--- src/rtl/memory_arbiter.sv ---
// memory_arbiter
//   Shares one memory port between the instruction-cache and data-cache
//   refill/write-through ports. Grant is registered and round-robin. The
//   owner keeps the grant while it keeps requesting, but after MAX_BEATS
//   completed beats it yields at a beat boundary if the other master waits.
//
// Parameters
//   MAX_BEATS : beats an owner may complete while the other master waits (>= 1)
//   CNT_BITS  : beat counter width, 2**CNT_BITS > MAX_BEATS
//
// Ports
//   clk, rst                : clock, synchronous active-high reset
//   icache_mem_*            : I-cache read port (level request, ready per beat)
//   dcache_mem_*            : D-cache read/write port (level request, ready per beat)
//   mem_*                   : shared memory port
//   grant_owner             : 00 idle, 01 I-cache, 10 D-cache
module memory_arbiter #(
   parameter int MAX_BEATS = 4,
   parameter int CNT_BITS  = 3
) (
   input  logic        clk,
   input  logic        rst,
   input  logic [31:0] icache_mem_address,
   input  logic        icache_mem_request,
   output logic [31:0] icache_mem_read_data,
   output logic        icache_mem_ready,
   input  logic [31:0] dcache_mem_address,
   input  logic [31:0] dcache_mem_write_data,
   input  logic [3:0]  dcache_mem_byte_enable,
   input  logic        dcache_mem_write_enable,
   input  logic        dcache_mem_request,
   output logic [31:0] dcache_mem_read_data,
   output logic        dcache_mem_ready,
   output logic [31:0] mem_address,
   output logic [31:0] mem_write_data,
   output logic [3:0]  mem_byte_enable,
   output logic        mem_write_enable,
   output logic        mem_request,
   input  logic [31:0] mem_read_data,
   input  logic        mem_ready,
   output logic [1:0]  grant_owner
);

   typedef enum logic [1:0] {
      S_IDLE    = 2'b00,
      S_GRANT_I = 2'b01,
      S_GRANT_D = 2'b10
   } state_t;

   localparam logic [CNT_BITS-1:0] LP_LAST_BEAT = CNT_BITS'(MAX_BEATS - 1);

   state_t              r_state;
   logic                r_last_owner;   // 0 = I-cache, 1 = D-cache
   logic [CNT_BITS-1:0] r_beat_cnt;

   // Beat counter advance, holding at the last permitted beat so a lone
   // owner can stream indefinitely and still yield on its next beat once
   // the other master shows up.
   function automatic logic [CNT_BITS-1:0] f_beat_next(input logic [CNT_BITS-1:0] cnt);
      return (cnt == LP_LAST_BEAT) ? cnt : cnt + CNT_BITS'(1);
   endfunction

   assign grant_owner = r_state;

   // Memory-side mux and ready/read-data return. A ready is only forwarded
   // while the owner still requests, so a stray mem_ready is ignored.
   always_comb begin
      mem_address          = '0;
      mem_write_data       = '0;
      mem_byte_enable      = '0;
      mem_write_enable     = 1'b0;
      mem_request          = 1'b0;
      icache_mem_ready     = 1'b0;
      icache_mem_read_data = '0;
      dcache_mem_ready     = 1'b0;
      dcache_mem_read_data = '0;
      case (r_state)
         S_GRANT_I: begin
            mem_request          = icache_mem_request;
            mem_address          = icache_mem_address;
            mem_byte_enable      = 4'b1111;
            icache_mem_ready     = mem_ready & icache_mem_request;
            icache_mem_read_data = mem_read_data;
         end
         S_GRANT_D: begin
            mem_request          = dcache_mem_request;
            mem_address          = dcache_mem_address;
            mem_write_data       = dcache_mem_write_data;
            mem_byte_enable      = dcache_mem_byte_enable;
            mem_write_enable     = dcache_mem_write_enable;
            dcache_mem_ready     = mem_ready & dcache_mem_request;
            dcache_mem_read_data = mem_read_data;
         end
         default: ;
      endcase
   end

   // Grant FSM. Ownership only changes when the owner drops its request or
   // at a completed beat once the beat budget is used up.
   always_ff @(posedge clk) begin
      if (rst) begin
         r_state      <= S_IDLE;
         r_last_owner <= 1'b0;   // I counts as last owner, so a first tie goes to D
         r_beat_cnt   <= '0;
      end else begin
         case (r_state)
            S_IDLE: begin
               if (icache_mem_request && dcache_mem_request)
                  r_state <= r_last_owner ? S_GRANT_I : S_GRANT_D;
               else if (icache_mem_request)
                  r_state <= S_GRANT_I;
               else if (dcache_mem_request)
                  r_state <= S_GRANT_D;
            end
            S_GRANT_I: begin
               if (!icache_mem_request) begin
                  r_state      <= dcache_mem_request ? S_GRANT_D : S_IDLE;
                  r_last_owner <= 1'b0;
                  r_beat_cnt   <= '0;
               end else if (mem_ready) begin
                  if (r_beat_cnt == LP_LAST_BEAT && dcache_mem_request) begin
                     r_state      <= S_GRANT_D;
                     r_last_owner <= 1'b0;
                     r_beat_cnt   <= '0;
                  end else begin
                     r_beat_cnt <= f_beat_next(r_beat_cnt);
                  end
               end
            end
            S_GRANT_D: begin
               if (!dcache_mem_request) begin
                  r_state      <= icache_mem_request ? S_GRANT_I : S_IDLE;
                  r_last_owner <= 1'b1;
                  r_beat_cnt   <= '0;
               end else if (mem_ready) begin
                  if (r_beat_cnt == LP_LAST_BEAT && icache_mem_request) begin
                     r_state      <= S_GRANT_I;
                     r_last_owner <= 1'b1;
                     r_beat_cnt   <= '0;
                  end else begin
                     r_beat_cnt <= f_beat_next(r_beat_cnt);
                  end
               end
            end
            default: begin
               r_state    <= S_IDLE;
               r_beat_cnt <= '0;
            end
         endcase
      end
   end

endmodule
--- config.mk ---
export PLATFORM = sky130hd
export DESIGN_NAME = memory_arbiter
export DESIGN_NICKNAME = d
export VERILOG_FILES = /design/src/rtl/memory_arbiter.sv
export SDC_FILE = /design/constraint.sdc
export NUM_CORES = 1
export LEC_CHECK = 0
export CORE_AREA = 2 2 107 109
export DETAILED_ROUTE_END_ITERATION = 10
export DIE_AREA = 0 0 109 111
export GPL_ROUTABILITY_DRIVEN = 0
export HOLD_SLACK_MARGIN = 0.12
export REMOVE_ABC_BUFFERS = 1
export SYNTH_ARGS = -nofsm -noshare
export SYNTH_HDL_FRONTEND = slang
export SYNTH_SLANG_ARGS = --single-unit
--- constraint.sdc ---
create_clock -name clk -period 2.12 [get_ports clk]
set_input_delay 0.424 -clock clk [delete_from_list [all_inputs] [get_ports clk]]
set_output_delay 0.424 -clock clk [all_outputs]
set_load 0.01 [all_outputs]
==> results.json <==
{
  "power_density_nw_per_um2": 846,
  "setup-tns-final_ns": 0,
  "routed_via_density": 4.20,
  "grt_busiest_layer": "met2",
  "detailed_place_hpwl_um": 8880,
  "worst-path-buf-inv": 4,
  "slowest_stage": "dfxtp_4",
  "cts_htree_levels": 1,
  "fmax_ghz": 0.482,
  "dieArea_um2": 12100,
  "cp-start-kind": "flip-flop",
  "worst-path-max-fanout": 15,
  "cp.required_ns": 1.70,
  "drv_slew": 0,
  "synth_edf_count": 0,
  "crit_path_end_kind": "primary output",
  "ys_async_sr_fraction": 0,
  "use_met2": 0.297,
  "antenna_found_initial": 0,
  "netlist.area_leader.share": 0.366,
  "dr.first_iter.drc_count": 119,
  "clockBufferDepth": 2,
  "clock_latency_ns": 0.23,
  "coreArea_um2": 11100,
  "power_mw": 4.35,
  "antenna_cells": 0,
  "cpLargestDelayFamily": "buffers and inverters",
  "ys.flop_type": "dfxtp_1",
  "avgSynthCellArea_um2": 6.77,
  "yosysWarnings": 0,
  "critPathKind": "flip-flop to primary output",
  "drc": 0,
  "rsz0062_at_grt": "yes",
  "synthTopCellsByCount": "97 x and2_1, 37 x nor2b_1, 32 x a22oi_1",
  "synth_top_area_cell": "and2_1",
  "ys_types": 30,
  "tightest_slew_ns": 0.483,
  "cts_tree": "built",
  "syn_inst": 245,
  "fin_skew_ns": 0.00115,
  "grt_pass1_vias": 2767,
  "track_usage": 0.161,
  "ys_seq_elements": 6,
  "fillCellCount": 1128,
  "wirelength_um": 11000,
  "cap_violations": 0,
  "start_util": 0.150,
  "pin_count": 276,
  "layout-drive-gt1-share": 0.0876,
  "die_height_um": 111,
  "grt_max_degree": 38,
  "syn-cell-area_um2": 1660,
  "cts_root_buf": "clkbuf_16",
  "ant_nets": 0,
  "ys_seq_area_frac": 0.0725,
  "portBuffers": 275,
  "leakage_nw": 3.56,
  "fin_crit_ns": 2.07,
  "path_clk_slew_ns": 0.03,
  "wl_per_cell_um": 16.4,
  "syn_to_final_growth_pct": 210,
  "finalHoldViolations": 0,
  "min_path_type": "flip-flop to flip-flop",
  "dieWidth_um": 109,
  "nNetsFinal": 670,
  "yosysMostFrequentCell": "and2_1",
  "synth.area.top_cells": "and2_1 37%, a22oi_1 14%, nor2b_1 14%",
  "status": "finished, final reports clean",
  "placementRows": 39,
  "finalCritPeriodShare": 0.978,
  "worstPathCellList": "inv_2 > ha_4 > buf_12 > buf_4 > a22oi_1 > nor2b_1 > dlygate4sd2_1",
  "critical_path.max_stage_delay_ns": 0.36,
  "cts_sinks": 6,
  "ir_drop_mv": 0.565,
  "grt_use_met3": 0.0335,
  "cts_buffers": 3,
  "grt_pass1_wl_um": 15400,
  "dr_total_vias": 2808,
  "drt-pass1-iter-count": 4,
  "max_slew_margin": 0.677,
  "cp.arrival_ns": 1.65,
  "grt_overflow": 0,
  "cts-hold-fix-buffers": 0,
  "use_met1": 0.194,
  "setup_viol": 0
}
-- cells in the final DEF (no fill, tap or decap), types with 3 or more instances in the layout --
cell / synthesis / routed
a211oi_1: 3 / 3
buf_4: 0 / 15
a21oi_1: 5 / 5
clkbuf_16: 0 / 5
nor2b_1: 37 / 37
nor2_1: 3 / 3
dfxtp_1: 6 / 4
nand2_1: 3 / 3
clkdlybuf4s50_1: 0 / 139
clkdlybuf4s15_1: 0 / 3
dlymetal6s2s_1: 0 / 89
a22oi_2: 1 / 7
o21ai_0: 6 / 6
buf_12: 0 / 8
dlygate4sd2_1: 0 / 44
and2_1: 97 / 97
ha_4: 0 / 3
inv_1: 6 / 4
a22oi_1: 32 / 26
-- routing by layer --
| metal | vias up | part of all wire |
|---|---|---|
| met1 | 1264 | 0.38 |
| met4 | 0 | 0.011 |
| met5 | - | 0 |
| met2 | 156 | 0.50 |
| li1 | 1382 | - |
| met3 | 6 | 0.10 |
-- metrics by stage --
stage                     instance area, µm²  utilization  hold WS (ns)  cells  setup WS (ns)
after floorplan                         1560            -         0.485    221         -0.807
after global placement                  4690        0.423         0.516    660         -0.112
after detailed placement                4690        0.423         0.515    660         -0.123
after CTS                               4780        0.432         0.522    663         -0.178
after global routing                    5140        0.464         0.532    668        -0.0450
final                                   5140        0.464         0.520    668         0.0472
-- registers in the layout, summed over array words and instances (netlist names) --
register and count:
grant_owner 2, r_beat_cnt 3, r_last_owner 1
-- final timing paths --
path         depth (start not counted)               to           start  slack, ns
max                                  7  mem_address[31]  grant_owner[1]       0.05
min                                  1    r_beat_cnt[2]   r_beat_cnt[2]       0.52
max reg2reg                          8   grant_owner[0]  grant_owner[0]       0.37
min reg2reg                          1    r_beat_cnt[2]   r_beat_cnt[2]       0.52
-- layout make-up --
| class | instances | area [µm²] | area share |
|---|---|---|---|
| sequential | 6 | 128 | 0.0248 |
| inverter | 6 | 25.0 | 0.00487 |
| timing repair buffer | 301 | 3250 | 0.633 |
| clock buffer | 3 | 75.1 | 0.0146 |
| multi-input combinational | 209 | 1480 | 0.288 |
| tap | 143 | 179 | 0.0348 |
-- report_power, final --
part / switching [mW] / internal [mW] / leakage [nW]
clock network: 0.0610 / 0.242 / 0.0370
registers: 0.0440 / 0.162 / 0.0504
logic: 1.68 / 2.16 / 3.47
-- cells by family (layout without fill, tap and decap cells) --
family | after synthesis | in the layout | share of synthesized area
AO/OA/AOI/OAI | 55 | 55 | 0.249
XOR/XNOR | 1 | 1 | 0.00528
adder cells (fa/ha/maj) | 5 | 5 | 0.0377
buffers and inverters | 30 | 310 | 0.0747
flip-flops | 6 | 6 | 0.0725
multiplexers | 1 | 1 | 0.00604
AND/OR/NAND/NOR | 147 | 147 | 0.555
-- worst register-to-register path: stages (launching register included) --
cell and delay [ns]:
dfxtp_4 0.35, inv_4 0.08, ha_4 0.19, buf_6 0.16
buf_4 0.15, inv_1 0.06, o21a_1 0.10, a2111o_1 0.38
o31ai_1 0.19
-- timing repair --
item / in CTS / in global routing
resized for setup: 65 / 106
buffers inserted: 0 / 3
endpoints found under the setup margin: 132 / 96
pin swaps: 0 / 1
endpoints found under the hold margin: 0 / 0
gates cloned: 0 / 2
Power figures use the tool's default switching activity.
